`src/rtl/occ_pkg.sv`:
```
// Shared types and defaults for the distance occupancy filter.
package occ_pkg;

  typedef enum logic [1:0] {
    EMPTY    = 2'd0,
    ARRIVING = 2'd1,
    OCCUPIED = 2'd2,
    LEAVING  = 2'd3
  } occ_state_t;

  localparam logic [15:0] DEF_MAX_DIST    = 16'd400;
  localparam logic [15:0] DEF_NEAR_THRESH = 16'd30;
  localparam logic [15:0] DEF_FAR_THRESH  = 16'd50;
  localparam int unsigned DEF_CONFIRM_N   = 3;
  localparam int unsigned DEF_BROKEN_N    = 4;
  localparam int unsigned DEF_TIMEOUT     = 5_000_000;

  // Watchdog counter width: must be able to hold TIMEOUT_CYCLES itself.
  function automatic int wd_width(input int unsigned timeout);
    return $clog2(timeout + 1);
  endfunction

endpackage

```
`src/rtl/dist_avg4.sv`:
```
// 4-entry moving average of good distance samples. The first sample into an
// empty (or invalidated) window fills all four slots so the average starts
// at the real distance rather than ramping up from zero.
module dist_avg4 (
  input  logic        clk,
  input  logic        rst_n,
  input  logic        smp_vld_i,
  input  logic [15:0] smp_i,
  input  logic        prefill_i,
  output logic [15:0] avg_o,
  output logic        avg_vld_o
);

  logic [3:0][15:0] win_q, win_d;
  logic             empty_q;
  logic [17:0]      sum_d;
  logic [15:0]      avg_q;
  logic             vld_q;

  // Next window contents and the sum over it.
  always_comb begin
    win_d = win_q;
    if (smp_vld_i) begin
      if (empty_q || prefill_i) win_d = {4{smp_i}};
      else                      win_d = {win_q[2:0], smp_i};
    end
    sum_d = 18'(win_d[0]) + 18'(win_d[1]) + 18'(win_d[2]) + 18'(win_d[3]);
  end

  // Window, registered average and its one-cycle valid strobe.
  always_ff @(posedge clk or negedge rst_n) begin
    if (!rst_n) begin
      win_q   <= '0;
      empty_q <= 1'b1;
      avg_q   <= '0;
      vld_q   <= 1'b0;
    end else begin
      win_q <= win_d;
      vld_q <= smp_vld_i;
      if (smp_vld_i) begin
        empty_q <= 1'b0;
        avg_q   <= 16'(sum_d >> 2);
      end
    end
  end

  assign avg_o     = avg_q;
  assign avg_vld_o = vld_q;

endmodule

```
`src/rtl/dist_occupancy_filter.sv`:
```
// Distance post-processing: sample qualification, averaging, fault
// detection (bad-sample run and silence watchdog) and a hysteretic
// occupancy FSM with an arrival counter.
module dist_occupancy_filter
  import occ_pkg::*;
#(
  parameter logic [15:0] MAX_DIST       = DEF_MAX_DIST,
  parameter logic [15:0] NEAR_THRESH    = DEF_NEAR_THRESH,
  parameter logic [15:0] FAR_THRESH     = DEF_FAR_THRESH,
  parameter int unsigned CONFIRM_N      = DEF_CONFIRM_N,
  parameter int unsigned BROKEN_N       = DEF_BROKEN_N,
  parameter int unsigned TIMEOUT_CYCLES = DEF_TIMEOUT
) (
  input  logic        clk,
  input  logic        reset_l,
  input  logic [15:0] dist_data,
  input  logic        dist_valid,
  output logic [15:0] filt_dist,
  output logic        filt_valid,
  output logic        car_present,
  output logic        sensor_broken,
  output logic [1:0]  occ_state,
  output logic [7:0]  car_count
);

  localparam int             WDW    = wd_width(TIMEOUT_CYCLES);
  localparam logic [WDW-1:0] WD_MAX = WDW'(TIMEOUT_CYCLES);
  localparam logic [3:0]     CONF   = 4'(CONFIRM_N);
  localparam logic [3:0]     BRK    = 4'(BROKEN_N);

  logic             good, bad;
  logic [3:0]       bad_cnt_q, bad_cnt_d;
  logic [WDW-1:0]   wd_q, wd_d;
  logic             brk_q, brk_d;
  logic [15:0]      avg;
  logic             avg_vld;
  occ_state_t       state_q, state_d;
  logic [3:0]       cnt_q, cnt_d;
  logic [7:0]       cc_q, cc_d;
  logic             near, far;

  assign good = dist_valid && (dist_data != 16'd0) && (dist_data <= MAX_DIST);
  assign bad  = dist_valid && !good;

  // Only good samples reach the window; a broken sensor invalidates it.
  dist_avg4 u_avg (
    .clk       (clk),
    .rst_n     (reset_l),
    .smp_vld_i (good),
    .smp_i     (dist_data),
    .prefill_i (brk_q),
    .avg_o     (avg),
    .avg_vld_o (avg_vld)
  );

  // Bad-run counter, silence watchdog and the broken flag they drive.
  // Any strobe clears the watchdog before it can hit its limit.
  always_comb begin
    bad_cnt_d = bad_cnt_q;
    if (good)                          bad_cnt_d = 4'd0;
    else if (bad && bad_cnt_q != 4'hF) bad_cnt_d = bad_cnt_q + 4'd1;

    wd_d = wd_q;
    if (dist_valid)          wd_d = '0;
    else if (wd_q != WD_MAX) wd_d = wd_q + WDW'(1);

    brk_d = brk_q;
    if (good)                                       brk_d = 1'b0;
    else if ((bad && bad_cnt_d >= BRK) || wd_d == WD_MAX) brk_d = 1'b1;
  end

  assign near = avg < NEAR_THRESH;
  assign far  = avg > FAR_THRESH;

  // Occupancy next state; frozen while the sensor is flagged broken.
  always_comb begin
    state_d = state_q;
    cnt_d   = cnt_q;
    cc_d    = cc_q;
    if (avg_vld && !brk_q) begin
      case (state_q)
        EMPTY: if (near) begin
          state_d = ARRIVING;
          cnt_d   = 4'd1;
        end
        ARRIVING: if (near) begin
          if (cnt_q + 4'd1 == CONF) begin
            state_d = OCCUPIED;
            cnt_d   = 4'd0;
            cc_d    = cc_q + 8'd1;
          end else begin
            cnt_d = cnt_q + 4'd1;
          end
        end else begin
          state_d = EMPTY;
          cnt_d   = 4'd0;
        end
        OCCUPIED: if (far) begin
          state_d = LEAVING;
          cnt_d   = 4'd1;
        end
        LEAVING: if (far) begin
          if (cnt_q + 4'd1 == CONF) begin
            state_d = EMPTY;
            cnt_d   = 4'd0;
          end else begin
            cnt_d = cnt_q + 4'd1;
          end
        end else begin
          state_d = OCCUPIED;
          cnt_d   = 4'd0;
        end
        default: begin
          state_d = EMPTY;
          cnt_d   = 4'd0;
        end
      endcase
    end
  end

  // State registers for counters, fault flag and FSM.
  always_ff @(posedge clk or negedge reset_l) begin
    if (!reset_l) begin
      bad_cnt_q <= 4'd0;
      wd_q      <= '0;
      brk_q     <= 1'b0;
      state_q   <= EMPTY;
      cnt_q     <= 4'd0;
      cc_q      <= 8'd0;
    end else begin
      bad_cnt_q <= bad_cnt_d;
      wd_q      <= wd_d;
      brk_q     <= brk_d;
      state_q   <= state_d;
      cnt_q     <= cnt_d;
      cc_q      <= cc_d;
    end
  end

  assign filt_dist     = avg;
  assign filt_valid    = avg_vld;
  assign car_present   = (state_q == OCCUPIED) || (state_q == LEAVING);
  assign sensor_broken = brk_q;
  assign occ_state     = state_q;
  assign car_count     = cc_q;

endmodule
```
`config.mk`:
```
export PLATFORM = sky130hd
export DESIGN_NAME = dist_occupancy_filter
export DESIGN_NICKNAME = d
export VERILOG_FILES = /design/src/rtl/occ_pkg.sv /design/src/rtl/dist_avg4.sv /design/src/rtl/dist_occupancy_filter.sv
export SDC_FILE = /design/constraint.sdc
export NUM_CORES = 1
export LEC_CHECK = 0
export ABC_AREA = 1
export CAP_MARGIN = 10
export CORE_ASPECT_RATIO = 0.5
export CORE_MARGIN = 5
export CORE_UTILIZATION = 60
export CTS_BUF_LIST = sky130_fd_sc_hd__clkbuf_16
export CTS_CLUSTER_SIZE = 12
export DETAILED_ROUTE_END_ITERATION = 10
export GPL_TIMING_DRIVEN = 0
export PLACE_DENSITY = 0.83
export SLEW_MARGIN = 0
export SYNTH_ARGS = -nofsm -noshare
export SYNTH_HDL_FRONTEND = slang
export SYNTH_HIERARCHICAL = 1
export SYNTH_SLANG_ARGS = --single-unit
```
`constraint.sdc`:
```
create_clock -name clk -period 6.8 [get_ports clk]
set_input_delay 1.02 -clock clk [delete_from_list [all_inputs] [get_ports clk]]
set_output_delay 1.02 -clock clk [all_outputs]
set_load 0.01 [all_outputs]
```
==> summary.md, run 1 <==
| Metric | Value |
|---|---|
| Status | completed |
| Hold-fix buffers, CTS | 0 |
| Post-route clock period utilization | 90.5% |
| Count leader, synth | nand2_1 |
| XOR/XNOR share of the synthesized area | 1.79% |
| Die Height | 90.7 um |
| Pwr/cell area | 304 nW/um^2 |
| Worst Max-Slew Pin Slew | 0.722 ns |
| Area share of fa/ha/maj cells after synthesis | 11.6% |
| Max Fclk | 0.163 GHz |
| Non-Filler Instances | 1,245 |
| Syn Inst Count | 995 |
| Fin. Hold Viols | 0 |
| Core Rows | 29 |
| Crit. path cell count | 24 |
| Cts bufs inserted | 17 |
| CTS tree | yes |
| Layer with the highest usage | met2 |
| Combinational share of power | 34.9% |
| Critical path destination | u_avg/avg_o[9]$_DFFE_PN0P_ |
| GR met1 Demand/Resource | 34.2% |
| Vias in the first global route | 6,946 |
| Core Area | 12,700 um^2 |
| First-pass GRT wire length | 33,100 um |
| Worst path bufs/invs | 5 |
| ANT nets after route | 0 |
| Die ar. | 15,500 um^2 |
| Critical Path RT | 7.16 ns |
| Final Cell Area | 9150 um^2 |
| Slowest CP cell | clkdlybuf4s50_1 |
| FF-to-FF setup slack | 2.23 ns |
| Util after Layout | 72.1% |
| VDD IR-drop max | 0.000216 V |
| Ys flop type | dfrtp_1 |
| Compound-Gate Fraction of Synth Area | 10.4% |
| Clock latency on the worst-skew pair | 0.42 ns |
| Sink Count | 124 |
| # DRC | 0 |
| Crit path from | dist_valid |
| Clk slew on worst S/H paths | 0.05 ns |
| Pre-Repair DR Iteration Count | 7 |
| Ys async rst share | 100% |
| Fill cells | 925 |
| Vias per cell | 5.54 |
| Crit path max fanout | 10 |
| Crit path max-delay family | buffers and inverters |
| N_diodes | 0 |
| Final Routed Wirelength | 19,900 um |
| Post-Synth Simple-Gate Area | 25.9% |
| Unique masters post-synth | 52 |
| Placed insts | 1,213 |
| Initial antenna violation count | 0 |
| Final slew viol count | 0 |
| Fin crit period | 6.15 ns |
| Layout cells sized above 1 | 10.4% |
| Met2 Track Usage GR | 44.2% |
| EDFF count, synth | 0 |
| Largest area contributor in the netlist | dfrtp_1 |
| Area after DPL | 8530 um^2 |
| Max stage delay on crit path | 0.72 ns |
| Sequential element share of the synthesized area | 39.7% |
| GR Layer Usage met3 | 6.34% |
| Setup violators final | 0 |
| Syn_nets | 1,067 |
| Nets | 1,134 |
| Syn Area/Cell | 7.86 um^2 |
| Root Driver | clkbuf_16 |
| Area delta synth->final | 17.1% |
| Worst path most repeated cell | nand2_1 |
| Post_cts resized | 0 |
| Largest net degree at the start of global routing | 92 |
| Fin Setup TNS | 0 ns |
| Int Power | 1.78 mW |
| Unrepaired setup endpoints after global routing | false |
| Cells on worst reg2reg path | 18 |
| Post-Place Setup Slack | 0.377 ns |
| First DRT Iteration DRCs | 693 |
| I/O pin cnt | 48 |
| RR Startpoint | u_avg/empty_q$_DFFE_PN1P_ |
| Routed vias | 6,903 |
| Switching Fraction | 36.1% |
| Htree depth | 4 |
| CP Class | in -> reg |
| CP Cell Sequence | clkdlybuf4s50_1 -> inv_2 -> nor2_2 -> nand2_1 -> nor2_2 -> nand3_4 -> inv_1 -> buf_2 -> clkbuf_1 -> o21ai_0 -> o21ai_0 -> fa_1 -> fa_1 -> nand2_1 -> nor2_1 -> fa_1 -> nand3_1 -> nand2_1 -> a21boi_1 -> nor2_1 -> o21ai_1 -> or2_1 -> nand3_1 -> nand2_1 |
| Starting density of the core | 61.5% |
| Reg power frac | 30.6% |
| Startpoint Class | input pin |
| HPWL Detailed | 13,600 um |
| Routed len/inst | 16.0 um |
| Synth warn | 6 |
| Gp weighted congestion | 0.911 |
| Worst endpoint data arrival time | 6.51 ns |
| Die Width | 171 um |
| Reg-to-reg critical path endpoint | u_avg/avg_o[9]$_DFFE_PN0P_ |
| Synth top cells by count | 212 x nand2_1, 180 x inv_1, 123 x dfrtp_1 |
| Share of the synthesized area in the top cell type | 39.4% |
| Worst setup EP type | flop |
| Slew margin rel. | 51.8% |
| CTS Buffer Depth | 2 |
| NetSw | 1.00 mW |
| Synthesized area | 7820 um^2 |
| Setup ws final | 0.649 ns |
| MaxCap Viol Count | 0 |
| Ranking of synthesized cells by area | dfrtp_1 39%, nand2_1 10%, inv_1 8.6% |
| Total track usage | 26.7% |
| Post-CTS Setup Bufs | 0 |
| Hold Crit Class | reg -> reg |
| Clk_skew | 0.0103 ns |
| # port buffers | 47 |
| Largest family of logic cells by synthesized area | simple AND/OR/NAND/NOR gates |
| Clock group share of total power | 34.6% |
| #FFs+latches synth | 124 |
| Grt total ovfl | 0 |
| Mux share of post-synthesis cell area | 0% |
| Lkg Pwr | 4.76 nW |
stage by stage:
stage / total power [mW] / hold WS, ns
after floorplan: 1.54 / 0.438
after global placement: 1.75 / 0.447
after detailed placement: 1.79 / 0.451
after CTS: 2.78 / 0.472
after global routing: 2.95 / 0.486
final: 2.78 / 0.470
placed cells by master (no fill, tap or decap), types with 5 or more instances in the layout:
cell type        count
inv_1              181
nor2_1             100
nand2_2             15
a31oi_1              5
nor2_2              15
clkdlybuf4s50_1     46
fa_1                32
o21ai_0             46
xnor2_1              7
o22ai_1              6
nand3_1             61
xor2_1               9
dfrtp_1            123
a21oi_1             49
ha_1                21
buf_2               10
inv_2               10
nand2_1            212
nor2_4               6
o21ai_1             14
nand3_2              6
clkbuf_16           17
nand4_1             13
clkbuf_1             8
worst min path at each step:
stage                              start  depth (start not counted)  slack (ns)                        end
3_5_place_dp   u_avg/empty_q$_DFFE_PN1P_                          2        0.45  u_avg/empty_q$_DFFE_PN1P_
6_report       u_avg/empty_q$_DFFE_PN1P_                          2        0.47  u_avg/empty_q$_DFFE_PN1P_
5_1_grt        u_avg/empty_q$_DFFE_PN1P_                          2        0.49  u_avg/empty_q$_DFFE_PN1P_
4_1_cts        u_avg/empty_q$_DFFE_PN1P_                          2        0.47  u_avg/empty_q$_DFFE_PN1P_
2_1_floorplan  u_avg/empty_q$_DFFE_PN1P_                          2        0.44  u_avg/empty_q$_DFFE_PN1P_
3_3_place_gp   u_avg/empty_q$_DFFE_PN1P_                          2        0.45  u_avg/empty_q$_DFFE_PN1P_
power groups by stage:
stage	Combinational [mW]	Clock, mW	Sequential (mW)
6_report	0.970	0.962	0.851
5_1_grt	1.09	1.00	0.858
4_1_cts	0.958	0.969	0.850
3_5_place_dp	0.924	0	0.861
3_3_place_gp	0.893	0	0.859
2_1_floorplan	0.681	0	0.860
sequential cells by signal (all words and copies together) (netlist names):
signal           cells
u_avg/win_q         64
wd_q                23
u_avg/avg_o         16
car_count            8
bad_cnt_q            4
cnt_q                4
occ_state            2
sensor_broken        1
u_avg/avg_vld_o      1
u_avg/empty_q        1
cell families after synthesis:
family / count (synthesis)
XOR/XNOR: 16
buffers and inverters: 213
AO/OA/AOI/OAI: 142
flip-flops: 124
AND/OR/NAND/NOR: 447
adder cells (fa/ha/maj): 53
worst reg2reg max path, stage by stage (launching register included):
cell and delay (ns):
dfstp_2 0.56, nor2_4 0.08, nand2_2 0.09, buf_4 0.19, clkbuf_1 0.52, o21ai_0 0.28, fa_1 0.55, inv_1 0.06
fa_1 0.52, inv_1 0.08, fa_1 0.45, nand3_1 0.10, nand2_1 0.13, a21boi_1 0.38, nor2_1 0.08, o21ai_1 0.15
or2_1 0.12, nand3_1 0.09, nand2_1 0.08
area by class of cell:
| class | instances | area (um^2) | share of cell area [%] |
|---|---|---|---|
| buffer | 22 | 118 | 1.29 |
| clock buffer | 17 | 425 | 4.65 |
| clock inverter | 15 | 198 | 2.16 |
| inverter | 191 | 717 | 7.83 |
| multi-input combinational | 658 | 3880 | 42.4 |
| sequential | 124 | 3100 | 33.9 |
| tap | 170 | 213 | 2.32 |
| timing repair buffer | 48 | 499 | 5.46 |
metal layers:
metal  wire length [um]  vias to the layer above
li1                   -                     3256
met2               9630                      271
met5                  0                        -
met1               8300                     3330
met3               1430                       46
met4                499                        0
Power figures use the tool's default switching activity.
==> inputs of run 2 (changes only) <==
--- a/config.mk
+++ b/config.mk
@@ -8,13 +8,13 @@
 export ABC_AREA = 1
 export CAP_MARGIN = 10
 export CORE_ASPECT_RATIO = 0.5
-export CORE_MARGIN = 5
-export CORE_UTILIZATION = 60
+export CORE_MARGIN = 2
+export CORE_UTILIZATION = 55
 export CTS_BUF_LIST = sky130_fd_sc_hd__clkbuf_16
 export CTS_CLUSTER_SIZE = 12
 export DETAILED_ROUTE_END_ITERATION = 10
 export GPL_TIMING_DRIVEN = 0
-export PLACE_DENSITY = 0.83
+export PLACE_DENSITY = 0.75
 export SLEW_MARGIN = 0
 export SYNTH_ARGS = -nofsm -noshare
 export SYNTH_HDL_FRONTEND = slang
==> constraint.sdc (replaced) <==
create_clock -name clk -period 5.4 [get_ports clk]
set_input_delay 0.81 -clock clk [delete_from_list [all_inputs] [get_ports clk]]
set_output_delay 0.81 -clock clk [all_outputs]
set_load 0.01 [all_outputs]
==> run 2 against run 1 <==
Net effect:
- sequential power grew 26%
- critical endpoint unchanged
- critical path type unchanged
- largest cell class unchanged
- clock power grew 26%
- final area grew 1.2%
==> summary.md, run 2 (same netlist as run 1, synthesis figures left out) <==
| Metric | Value |
|---|---|
| Status | completed |
| Layout cells sized above 1 | 11.9% (+1.5 points) |
| Max Fclk | 0.194 GHz |
| Htree depth | 4 (unchanged) |
| Die Width | 173 um (+0.69%) |
| Total track usage | 27.8% (+1.1 points) |
| Gp weighted congestion | 0.863 (-5.3%) |
| Routed vias | 6,915 (+0.17%) |
| CP Cell Sequence | clkdlybuf4s50_1 -> nor3_1 -> nand4_1 -> nand3_4 -> clkinvlp_4 -> buf_4 -> clkbuf_4 -> buf_4 -> nand2_1 -> nand2_1 -> fa_1 -> fa_1 -> nand2_1 -> nor2_1 -> fa_1 -> nand3_1 -> nand2_1 -> a21boi_2 -> nor2_1 -> o21ai_1 -> or2_1 -> nand3_1 -> nand2_1 |
| Final Routed Wirelength | 20,000 um (+0.47%) |
| First DRT Iteration DRCs | 615 (-11%) |
| Routed len/inst | 15.7 um (-1.5%) |
| I/O pin cnt | 48 (unchanged) |
| Worst endpoint data arrival time | 5.51 ns (-1.00 ns) |
| Setup ws final | 0.239 ns (-0.410 ns) |
| Post-route clock period utilization | 95.6% |
| Max stage delay on crit path | 0.57 ns (-0.15 ns) |
| Cells on worst reg2reg path | 20 (+2) |
| Cts bufs inserted | 17 (unchanged) |
| Clk_skew | 0.00837 ns (-0.00193 ns) |
| Critical Path RT | 5.75 ns (-1.41 ns) |
| Leading cell type in the layout, fill and taps excluded | nand2_1 |
| Register area | 3100 um^2 (unchanged) |
| Worst path most repeated cell | nand2_1 |
| Worst path bufs/invs | 5 (unchanged) |
| Area delta synth->final | 18.5% |
| Top reg by flops | u_avg/win_q |
| Core Rows | 30 (+3.4%) |
| Root Driver | clkbuf_16 |
| Startpoint Class | input pin |
| Lkg Pwr | 4.79 nW (+0.63%) |
| Fin. Hold Viols | 0 (unchanged) |
| Grt total ovfl | 0 (unchanged) |
| MaxCap Viol Count | 0 (unchanged) |
| Vias in the first global route | 6,876 (-1.0%) |
| Vias per cell | 5.44 (-1.8%) |
| Pre-Repair DR Iteration Count | 5 (-2) |
| Slew margin rel. | 53.3% (+1.5 points) |
| Clk slew on worst S/H paths | 0.06 ns (about the same) |
| # DRC | 0 (unchanged) |
| Hold slack | 0.267 ns (-0.203 ns) |
| Crit path max fanout | 10 (unchanged) |
| Fin crit period | 5.16 ns |
| Final slew viol count | 0 (unchanged) |
| Area of the multi-input gates | 3900 um^2 (+0.55%) |
| Worst Max-Slew Pin Slew | 0.700 ns (-0.0225 ns) |
| Commonest non-fill, non-tap cells in the layout | 212 x nand2_1, 179 x inv_1, 123 x dfrtp_1, 98 x nor2_1, 61 x nand3_1 |
| Starting density of the core | 57.1% (-4.5 points) |
| Nets | 1,137 (+0.26%) |
| N_diodes | 0 (unchanged) |
| Die Height | 88.3 um (-2.7%) |
| Slowest CP cell | fa_1 |
| Hold Crit Class | in -> async |
| Crit path max-delay family | simple AND/OR/NAND/NOR gates |
| Sink Count | 124 (unchanged) |
| CTS Buffer Depth | 2 (unchanged) |
| Largest net degree at the start of global routing | 94 (+2.2%) |
| CTS tree | yes |
| HPWL Detailed | 13,800 um (+1.7%) |
| Pwr/cell area | 380 nW/um^2 (+25%) |
| CP Class | in -> reg |
| Post-Place Setup Slack | -0.895 ns (-1.27 ns) |
| VDD IR-drop max | 0.000241 V (+12%) |
| Clock latency on the worst-skew pair | 0.42 ns (about the same) |
| First-pass GRT wire length | 33,000 um (-0.29%) |
| Crit. path cell count | 23 (-4.2%) |
| Initial antenna violation count | 0 (unchanged) |
| Core Area | 13,700 um^2 (+7.9%) |
| Die ar. | 15,200 um^2 (-2.0%) |
| # port buffers | 47 (unchanged) |
| Max reg flops | 64 (unchanged) |
| FF-to-FF setup slack | 1.08 ns (-1.15 ns) |
| Fill cells | 1,119 (+21%) |
| Worst setup EP type | flop |
| Setup violators final | 0 (unchanged) |
| ANT nets after route | 0 (unchanged) |
==> run 2: cell count changes in the layout (fill, tap and decap cells not counted), moves of 2 or more <==
cell	previous run	this run
inv_1	181	179
a21oi_2	0	2
buf_2	10	5
o21ai_1	14	18
clkbuf_1	8	4
clkbuf_4	0	4
buf_4	2	9
o21ai_0	46	42
a21oi_1	49	47
clkinvlp_4	4	6
nor2_1	100	98
==> run 2: what timing repair did <==
action	CTS	global route
buffers inserted	0	3
pin swaps	0	1
setup endpoints to repair	13	12
gates resized for setup	12	23
hold buffers	0	0
==> run 2: power breakdown <==
part	total, mW	switching (mW)	internal, mW
Combinational	1.23	0.766	0.466
Clock	1.21	0.442	0.771
Sequential	1.07	0.0559	1.01
Total	3.52	1.26	2.25
==> run 2: per-layer routing <==
layer | GRT usage, % | up-vias | wire length, um
li1 | - | 3262 | -
met1 | 34.3 | 3327 | 8580
met2 | 49.2 | 270 | 9600
met3 | 5.28 | 56 | 1200
met4 | 11.8 | 0 | 574
met5 | 0 | - | 0
==> run 2: worst register-to-register path, cell delays in order (launching register included) <==
cell      delay [ns]
dfstp_2         0.55
nor2_4          0.08
inv_1           0.12
clkbuf_1        0.49
nand2_1         0.10
nand2_1         0.13
a21oi_1         0.05
a21oi_1         0.22
fa_1            0.48
fa_1            0.48
nand2_1         0.12
nor2_1          0.07
fa_1            0.39
nand3_1         0.10
nand2_1         0.15
a21boi_2        0.25
nor2_1          0.07
o21ai_1         0.14
or2_1           0.11
nand3_1         0.09
nand2_1         0.08
==> run 2: area by class of cell <==
cell class                 count  area share (%)
multi-input combinational    658            42.1
sequential                   124            33.5
inverter                     191            7.82
timing repair buffer          51            5.65
clock buffer                  17            4.59
tap                          192            2.59
clock inverter                15            2.15
buffer                        22            1.61
==> run 2: metrics by stage <==
stage / power (mW) / util [%] / instance area (um^2) / setup TNS [ns] / cells
after CTS: 3.49 / 67.2 / 9200 / 0 / 1267
final: 3.52 / 67.6 / 9260 / 0 / 1270
after global placement: 2.21 / 62.2 / 8530 / -181.32 / 1234
after floorplan: 1.94 / - / 7820 / 0 / 995
after detailed placement: 2.26 / 62.4 / 8560 / -10.00 / 1235
after global routing: 3.75 / 67.6 / 9260 / -0.0288 / 1270
==> run 2: final timing paths <==
path / from / to
min in group clk: u_avg/empty_q$_DFFE_PN1P_ / u_avg/empty_q$_DFFE_PN1P_
max reg2reg: u_avg/empty_q$_DFFE_PN1P_ / u_avg/avg_o[9]$_DFFE_PN0P_
max in group asynchronous: reset_l / u_avg/empty_q$_DFFE_PN1P_
min reg2reg: u_avg/empty_q$_DFFE_PN1P_ / u_avg/empty_q$_DFFE_PN1P_
min: reset_l / u_avg/win_q[30]$_DFF_PN0_
max: dist_data[4] / u_avg/avg_o[9]$_DFFE_PN0P_
